File: src/rtl/mem_arbiter_2to1.sv
// Two-requester (I-cache / D-cache) arbiter for a four-banked main memory:
// round-robin ownership, bank-busy/stall gating, burst lock and tagged read returns.
module mem_arbiter_2to1 #(
    parameter int AW       = 16,
    parameter int DW       = 16,
    parameter int BANK_LSB = 1,
    parameter int RD_LAT   = 2,
    parameter int MAX_LOCK = 4
) (
    input  logic          clk,
    input  logic          rst,
    input  logic          i_req,
    input  logic          i_wr,
    input  logic          i_lock,
    input  logic [AW-1:0] i_addr,
    input  logic [DW-1:0] i_wdata,
    input  logic          d_req,
    input  logic          d_wr,
    input  logic          d_lock,
    input  logic [AW-1:0] d_addr,
    input  logic [DW-1:0] d_wdata,
    output logic          i_gnt,
    output logic          d_gnt,
    output logic          i_rvalid,
    output logic          d_rvalid,
    output logic          i_err,
    output logic          d_err,
    output logic [DW-1:0] rdata,
    output logic          mem_rd,
    output logic          mem_wr,
    output logic [AW-1:0] mem_addr,
    output logic [DW-1:0] mem_wdata,
    input  logic [3:0]    mem_busy,
    input  logic          mem_stall,
    input  logic [DW-1:0] mem_rdata,
    input  logic          mem_err
);

    localparam int CW = $clog2(MAX_LOCK + 1);
    localparam logic [CW-1:0] LAST_BEAT = CW'(MAX_LOCK - 1);

    typedef enum logic [1:0] {
        IDLE,
        OWN_I,
        OWN_D
    } state_t;

    state_t          state_q, state_d;
    logic            last_owner_q, last_owner_d;   // 0 = I, 1 = D
    logic [CW-1:0]   cnt_q, cnt_d;
    logic [RD_LAT-1:0] rv_q, rv_d;
    logic [RD_LAT-1:0] rid_q, rid_d;               // 0 = I, 1 = D
    logic            i_err_q, i_err_d;
    logic            d_err_q, d_err_d;

    logic [1:0]      i_bank, d_bank;
    logic            i_ok, d_ok;
    logic            gnt_i, gnt_d;
    logic            own_req, own_lock, own_gnt;

    assign i_bank = i_addr[BANK_LSB +: 2];
    assign d_bank = d_addr[BANK_LSB +: 2];
    assign i_ok   = ~mem_busy[i_bank] & ~mem_stall;
    assign d_ok   = ~mem_busy[d_bank] & ~mem_stall;

    always_comb begin
        state_d      = state_q;
        last_owner_d = last_owner_q;
        cnt_d        = cnt_q;
        gnt_i        = 1'b0;
        gnt_d        = 1'b0;
        own_req      = 1'b0;
        own_lock     = 1'b0;
        own_gnt      = 1'b0;
        mem_addr     = '0;
        mem_wdata    = '0;

        case (state_q)
            IDLE: begin
                cnt_d = '0;
                if (i_req && d_req) begin
                    state_d = last_owner_q ? OWN_I : OWN_D;
                end else if (i_req) begin
                    state_d = OWN_I;
                end else if (d_req) begin
                    state_d = OWN_D;
                end
            end
            OWN_I: begin
                gnt_i     = i_req & i_ok;
                own_req   = i_req;
                own_lock  = i_lock;
                own_gnt   = gnt_i;
                mem_addr  = i_addr;
                mem_wdata = i_wdata;
            end
            OWN_D: begin
                gnt_d     = d_req & d_ok;
                own_req   = d_req;
                own_lock  = d_lock;
                own_gnt   = gnt_d;
                mem_addr  = d_addr;
                mem_wdata = d_wdata;
            end
            default: begin
                state_d = IDLE;
                cnt_d   = '0;
            end
        endcase

        if (own_gnt) begin
            last_owner_d = (state_q == OWN_D);
            cnt_d        = cnt_q + CW'(1);
        end
        // Release on an unlocked or final locked beat, or when the owner withdraws.
        if ((state_q == OWN_I || state_q == OWN_D) &&
            ((own_gnt && (!own_lock || cnt_q == LAST_BEAT)) || (!own_req && !own_lock))) begin
            state_d = IDLE;
            cnt_d   = '0;
        end
    end

    assign i_gnt  = gnt_i;
    assign d_gnt  = gnt_d;
    assign mem_rd = (gnt_i & ~i_wr) | (gnt_d & ~d_wr);
    assign mem_wr = (gnt_i & i_wr) | (gnt_d & d_wr);

    always_comb begin
        rv_d     = '0;
        rid_d    = '0;
        rv_d[0]  = mem_rd;
        rid_d[0] = gnt_d;
        for (int unsigned k = 1; k < RD_LAT; k++) begin
            rv_d[k]  = rv_q[k-1];
            rid_d[k] = rid_q[k-1];
        end
        i_err_d = mem_err & gnt_i;
        d_err_d = mem_err & gnt_d;
    end

    always_ff @(posedge clk or posedge rst) begin
        if (rst) begin
            state_q      <= IDLE;
            last_owner_q <= 1'b0;
            cnt_q        <= '0;
            rv_q         <= '0;
            rid_q        <= '0;
            i_err_q      <= 1'b0;
            d_err_q      <= 1'b0;
        end else begin
            state_q      <= state_d;
            last_owner_q <= last_owner_d;
            cnt_q        <= cnt_d;
            rv_q         <= rv_d;
            rid_q        <= rid_d;
            i_err_q      <= i_err_d;
            d_err_q      <= d_err_d;
        end
    end

    assign i_rvalid = rv_q[RD_LAT-1] & ~rid_q[RD_LAT-1];
    assign d_rvalid = rv_q[RD_LAT-1] &  rid_q[RD_LAT-1];
    assign i_err    = i_err_q;
    assign d_err    = d_err_q;
    assign rdata    = rst ? '0 : mem_rdata;

endmodule

File: config.mk
export PLATFORM = sky130hd
export DESIGN_NAME = mem_arbiter_2to1
export DESIGN_NICKNAME = d
export VERILOG_FILES = /design/src/rtl/mem_arbiter_2to1.sv
export SDC_FILE = /design/constraint.sdc
export NUM_CORES = 1
export LEC_CHECK = 0
export CORE_MARGIN = 2
export CORE_UTILIZATION = 33
export DETAILED_ROUTE_END_ITERATION = 10
export DONT_BUFFER_PORTS = 1
export GPL_ROUTABILITY_DRIVEN = 0
export GPL_TIMING_DRIVEN = 1
export SLEW_MARGIN = 5
export SYNTH_ARGS = -nofsm -noshare
export SYNTH_HDL_FRONTEND = slang
export SYNTH_SLANG_ARGS = --single-unit
File: constraint.sdc
create_clock -name clk -period 1.7 [get_ports clk]
set_input_delay 0.17 -clock clk [delete_from_list [all_inputs] [get_ports clk]]
set_output_delay 0.17 -clock clk [all_outputs]
set_load 0.005 [all_outputs]
==> results of run 1 <==
## synthesized netlist by cell type, types with 3 or more instances
cell type	n
inv_1	6
nor2b_1	17
a22oi_1	34
ha_1	5
nor2_1	33
clkbuf_1	12
and2_1	3
nand2b_1	3
dfrtp_1	12
nand2_1	3
## worst register-to-register path: stages (launching register included)
cell     delay (ns)
dfrtp_2        0.46
inv_4          0.10
ha_4           0.16
nand2_2        0.08
nor3_4         0.19
buf_4          0.17
o21a_4         0.15
mux2_4         0.29
## worst min path at each step
stage	slack [ns]	cells after the start	to
finish	0.02	1	i_err
global route	0.01	1	i_err
CTS	0.02	1	i_err
detailed placement	0.10	1	last_owner_q
global placement	0.08	1	last_owner_q
floorplan	0.25	2	cnt_q[0]
## logic make-up (layout without fill, tap and decap cells)
group                      after synthesis  after routing  synth area share
adders and majority gates                5              5            0.0519
DFF                                     12             12             0.249
AOI/OAI and AO/OA                       49             49             0.327
and+or+nand+nor                         63             63             0.267
buffers and inverters                   18             30            0.0560
muxes                                    3              3            0.0498
## power breakdown
group / switching [mW] / internal (mW)
combinational: 1.32 / 1.02
sequential: 0.0378 / 0.325
clock: 0.101 / 0.130
total: 1.45 / 1.47
## sequential cells by signal, indices dropped and copies added (netlist names)
register and flops:
cnt_q 3, d_err 1, i_err 1, last_owner_q 1, rid_q 2, rv_q 2
state_q 2
## repair_timing
action,CTS,global route
cloned,0,2
setup buffers,4,2
endpoints found under the hold margin,12,0
pin swaps,3,10
gates resized for setup,10,80
hold buffers,1,0
endpoints found under the setup margin,42,42
## through the flow
stage,setup TNS (ns),utilization,instances
final,-0.0189,0.520,208
after global routing,-1.07,0.520,208
after CTS,-0.364,0.414,204
after detailed placement,-0.268,0.382,195
after global placement,0,0.382,195
after floorplan,-0.00856,-,150
## metal layers
layer,track usage,vias to the layer above
met3,0.0278,4
met5,0,-
met4,0.0399,0
met2,0.354,104
li1,-,577
met1,0.188,605
## final cells by class
class,instances,area (µm²),area share
repair buffers,20,231,0.130
flip-flops and latches,12,302,0.170
inverters,6,30.0,0.0169
multi-input cells,120,1120,0.630
well taps,46,57.6,0.0324
clock buffers,4,36.3,0.0204
==> out/qor.txt, run 1 <==
min Tclk post-route = 1.72 ns
layout cell share with drive strength beyond 1 = 0.537
post-route ant nets = 0
vias in the first global route = 1220
sequential share of the synthesized area = 0.249
number of failing setup endpoints in the final timing report = 1
nets@finish = 262
pwr/cell area = 1650 nW/µm²
cell type with the largest total area after synthesis = dfrtp_1
Crit Path Max Fanout = 4
slowest CP cell = dfrtp_2
Area Growth Syn to Fin = 47.2%
TritonRoute pass-1 iters = 4
Die Wd = 64.5 µm
RSZ-0062 raised after global routing = yes
outcome = complete, but fails checks
Fmax achieved = 582 MHz
Synth Instances = 150
dpl hpwl = 3.16 mm
initial antenna violation count = 0
worst-margin pin slew = 0.506 ns
Netlist cell types = 25
global-route wire length before repair = 5.73 mm
largest net degree at the start of global routing = 33
Top delay family on crit path = flip-flops
final hold slack = 0.0199 ns
final WL = 4.24 mm
grt total ovfl = 0
metal3 WL = 381 µm
met1 WL = 1.36 mm
drc violations = 0
most common cell after layout, fill and taps aside = a22oi_1
Critical R2R Launch = state_q[1]
Worst setup SP type = register
CP endpoint kind = register
critical path cell sequence = inv_4 > ha_4 > nand2_2 > nor3_4 > buf_4 > o21a_4 > mux2_4
Rel. slew slack = 0.658
ANT cells = 0
die area = 4150 µm²
Area after DPL = 1310 µm²
IO buf count = 0
CP bufs+invs = 2
Clock Latency Late Sink = 0.27 ns
most frequent cells in the layout = a22oi_1, nor2b_1, nor2_2, a22oi_2, nor2_4
worst-case clock skew = 0.00551 ns
LEAKAGE = 0.595 nW
via/cell ratio = 6.20
Main synth FF type = dfrtp_1
Post-synth ARST share = 1.00
max_cap viols = 0
setup slack after layout = -0.0189 ns
Req. time, crit path = 1.86 ns
peak supply drop = 757 µV
Worst path depth = 7
routed vias = 1290
Crit. Startpoint = state_q[1]
total I/O pin count = 150
gr usage total = 0.175
top layer in use = met4
Mapped Nets = 249
R2R Setup Slk = -0.02 ns
Pwr Total = 2.93 mW
Core Rows = 21
Worst-path clk slew = 0.08 ns
root buf cell = clkbuf_4
Longest Clk Path Bufs = 2
1st-iter DRT viols = 68
share of the synthesized area in the top cell type = 0.249
Initial Util = 0.353
H-Tree Depth = 1
metal2 WL = 2.47 mm
Die H = 64.5 µm
Arr. time, crit path = 1.88 ns
Core Box Area = 3420 µm²
Hold/Removal Path Class = in -> reg
Fin. Hold Viols = 0
Cell Area, Synth = 1210 µm²
failing checks = negative setup slack
Final period util = 1.01
worst r2r dst = last_owner_q
number of synthesized flops with an enable pin = 0
CTS tree = done
syn avg cell area = 8.04 µm²
Synth area leaders = dfrtp_1, a22oi_1, nor2_1
CTS Sinks = 12
Seq cells post-synth = 12
Finished Cell Area = 1780 µm²
Yosys warning count = 0
CTS buffer count = 3
Avg WL per Cell = 20.4 µm
crit path kind = reg -> reg
Crit path largest cell delay = 0.46 ns
filler cell count = 308
pre-CTS WS = -0.0619 ns
Slew Viols, Final = 0
Reg2Reg Depth = 7
Worst Setup EP = last_owner_q
hold_sp = mem_err
Power figures use the tool's default switching activity.
==> inputs of run 2 (changes only) <==
==> constraint.sdc (replaced) <==
create_clock -name clk -period 1.9 [get_ports clk]
set_input_delay 0.19 -clock clk [delete_from_list [all_inputs] [get_ports clk]]
set_output_delay 0.19 -clock clk [all_outputs]
set_load 0.005 [all_outputs]
==> run 2 against run 1 <==
The run now ends clean. Clock power down 9.9%. Clock skew down 0.0030 ns. Highest routed layer unchanged. Critical path type is now reg -> out. Critical endpoint is now mem_addr[4]. Largest cell class unchanged. Worst hold slack better by 0.0034 ns.
==> out/qor.txt, run 2 (synthesis results as in run 1) <==
Pwr Total = 1.74 mW
crit path kind = reg -> out
routed vias = 1243
setup tns final = 0 ns
Crit Path Max Fanout = 14
ANT cells = 0
Int Power = 0.882 mW
Clk pwr share = 0.120
min Tclk post-route = 1.79 ns
via/cell ratio = 6.25
Avg WL per Cell = 19.1 µm
nets@finish = 253
peak supply drop = 736 µV
Fmax achieved = 557 MHz
most frequent cells in the layout = a22oi_1, nor2_1, nor2b_1
gr usage total = 0.172
largest net degree at the start of global routing = 28
Top reg by flops = cnt_q
final WL = 3.79 mm
total I/O pin count = 150
Slew Viols, Final = 0
Hold/Removal Path Class = in -> reg
dpl hpwl = 3.11 mm
Clock Latency Late Sink = 0.28 ns
layout cell share with drive strength beyond 1 = 0.196
Worst-path clk slew = 0.08 ns
Fin. Hold Viols = 0
CTS buffer count = 3
drc violations = 0
outcome = finished, final reports clean
Psw = 0.859 mW
Rel. slew slack = 0.689
CTS tree = done
1st-iter DRT viols = 93
die area = 4150 µm²
Finished Cell Area = 1390 µm²
global-route wire length before repair = 5.65 mm
CP bufs+invs = 3
number of failing setup endpoints in the final timing report = 0
worst-case clock skew = 0.00254 ns
Area after DPL = 1260 µm²
combinational power share = 0.701
Area Growth Syn to Fin = 14.9%
final cell count without fillers = 199
Inst Count DP = 190
vias in the first global route = 1161
most common cell after layout, fill and taps aside = a22oi_1
post-route ant nets = 0
slowest CP cell = ha_2
pwr/cell area = 1260 nW/µm²
Reg power frac = 0.179
Arr. time, crit path = 1.60 ns
Final period util = 0.944
grt total ovfl = 0
switching share of power = 0.493
initial antenna violation count = 0
critical path cell sequence = inv_2 > ha_2 > inv_2 > buf_4 > nor2_1
Crit path largest cell delay = 0.40 ns
worst-margin pin slew = 0.465 ns
Top cell by count, worst path = inv_2
CP endpoint kind = output pin
TritonRoute pass-1 iters = 4
Die H = 64.5 µm
Worst setup SP type = register
root buf cell = clkbuf_4
max FFs per register = 3
Core Rows = 21
setup slack after layout = 0.105 ns
max_cap viols = 0
Req. time, crit path = 1.71 ns
CTS Sinks = 12
LEAKAGE = 0.521 nW
pre-CTS WS = 0.135 ns
IO buf count = 0
Longest Clk Path Bufs = 2
Top delay family on crit path = adder cells
Core Box Area = 3420 µm²
H-Tree Depth = 1
Initial Util = 0.353
Die Wd = 64.5 µm
run 2: cell types whose count changed in the layout (fill, tap and decap cells not counted), moves of 3 or more:
cell     previous run  this run
nor2_1              3        32
a22oi_1            19        34
a22oi_2            15         0
nor2_4             15         0
nor2_2             15         1
buf_12              4         0
buf_4              11         8
run 2: worst reg2reg max path: stages, from the launching register on:
cell     delay, ns
dfrtp_1       0.39
buf_4         0.14
ha_4          0.15
nand2_2       0.08
nor3_4        0.33
o21a_4        0.22
mux2_4        0.29
run 2: cell type report:
class / count / area, µm²
Clock buffer: 4 / 36.3
Fill cell: 347 / 2030
Inverter: 6 / 22.5
Multi-Input combinational cell: 120 / 878
Sequential cell: 12 / 300
Tap cell: 46 / 57.6
Timing Repair Buffer: 11 / 91.3
run 2: stage by stage:
step | hold slack, ns | utilization
after detailed placement | 0.118 | 0.370
final | 0.0233 | 0.406
after global routing | 0.0161 | 0.406
after CTS | 0.0364 | 0.387
after floorplan | 0.268 | -
after global placement | 0.103 | 0.370
run 2: repair_timing:
item / CTS / global route
buffers inserted: 0 / 3
resized for setup: 1 / 11
hold endpoints to repair: 13 / 0
hold buffers: 2 / 0
setup endpoints to repair: 24 / 38
pin swaps: 0 / 3
run 2: power by group through the flow:
stage | clock network (mW) | logic (mW) | registers (mW)
6_report | 0.209 | 1.22 | 0.312
5_1_grt | 0.229 | 1.36 | 0.315
4_1_cts | 0.214 | 1.10 | 0.310
3_5_place_dp | 0 | 1.09 | 0.314
3_3_place_gp | 0 | 1.05 | 0.314
2_1_floorplan | 0 | 0.851 | 0.310
run 2: final timing paths:
path	from	to	slack [ns]	cells past startpoint
max	state_q[1]	mem_addr[4]	0.11	5
min	d_wr	rv_q[0]	0.02	1
max reg2reg	state_q[1]	last_owner_q	0.18	6
min reg2reg	rid_q[0]	rid_q[1]	0.35	0
max in group asynchronous	rst	rv_q[1]	1.22	2
min in group asynchronous	rst	cnt_q[1]	0.36	2
run 2: metal layers:
layer  wire [µm]  up-vias  GRT usage
met5           0        -          0
met4          11        0     0.0319
met3         382        2     0.0538
met2        2100       99      0.309
met1        1300      586      0.202
li1            -      556          -
==> inputs of run 3 (changes only) <==
--- a/config.mk
+++ b/config.mk
@@ -11,7 +11,7 @@
 export DONT_BUFFER_PORTS = 1
 export GPL_ROUTABILITY_DRIVEN = 0
 export GPL_TIMING_DRIVEN = 1
-export SLEW_MARGIN = 5
+export SLEW_MARGIN = 40
 export SYNTH_ARGS = -nofsm -noshare
 export SYNTH_HDL_FRONTEND = slang
 export SYNTH_SLANG_ARGS = --single-unit
==> results of run 3 <==
Same layout as run 2: the final DEF is identical, and so are final timing and power.
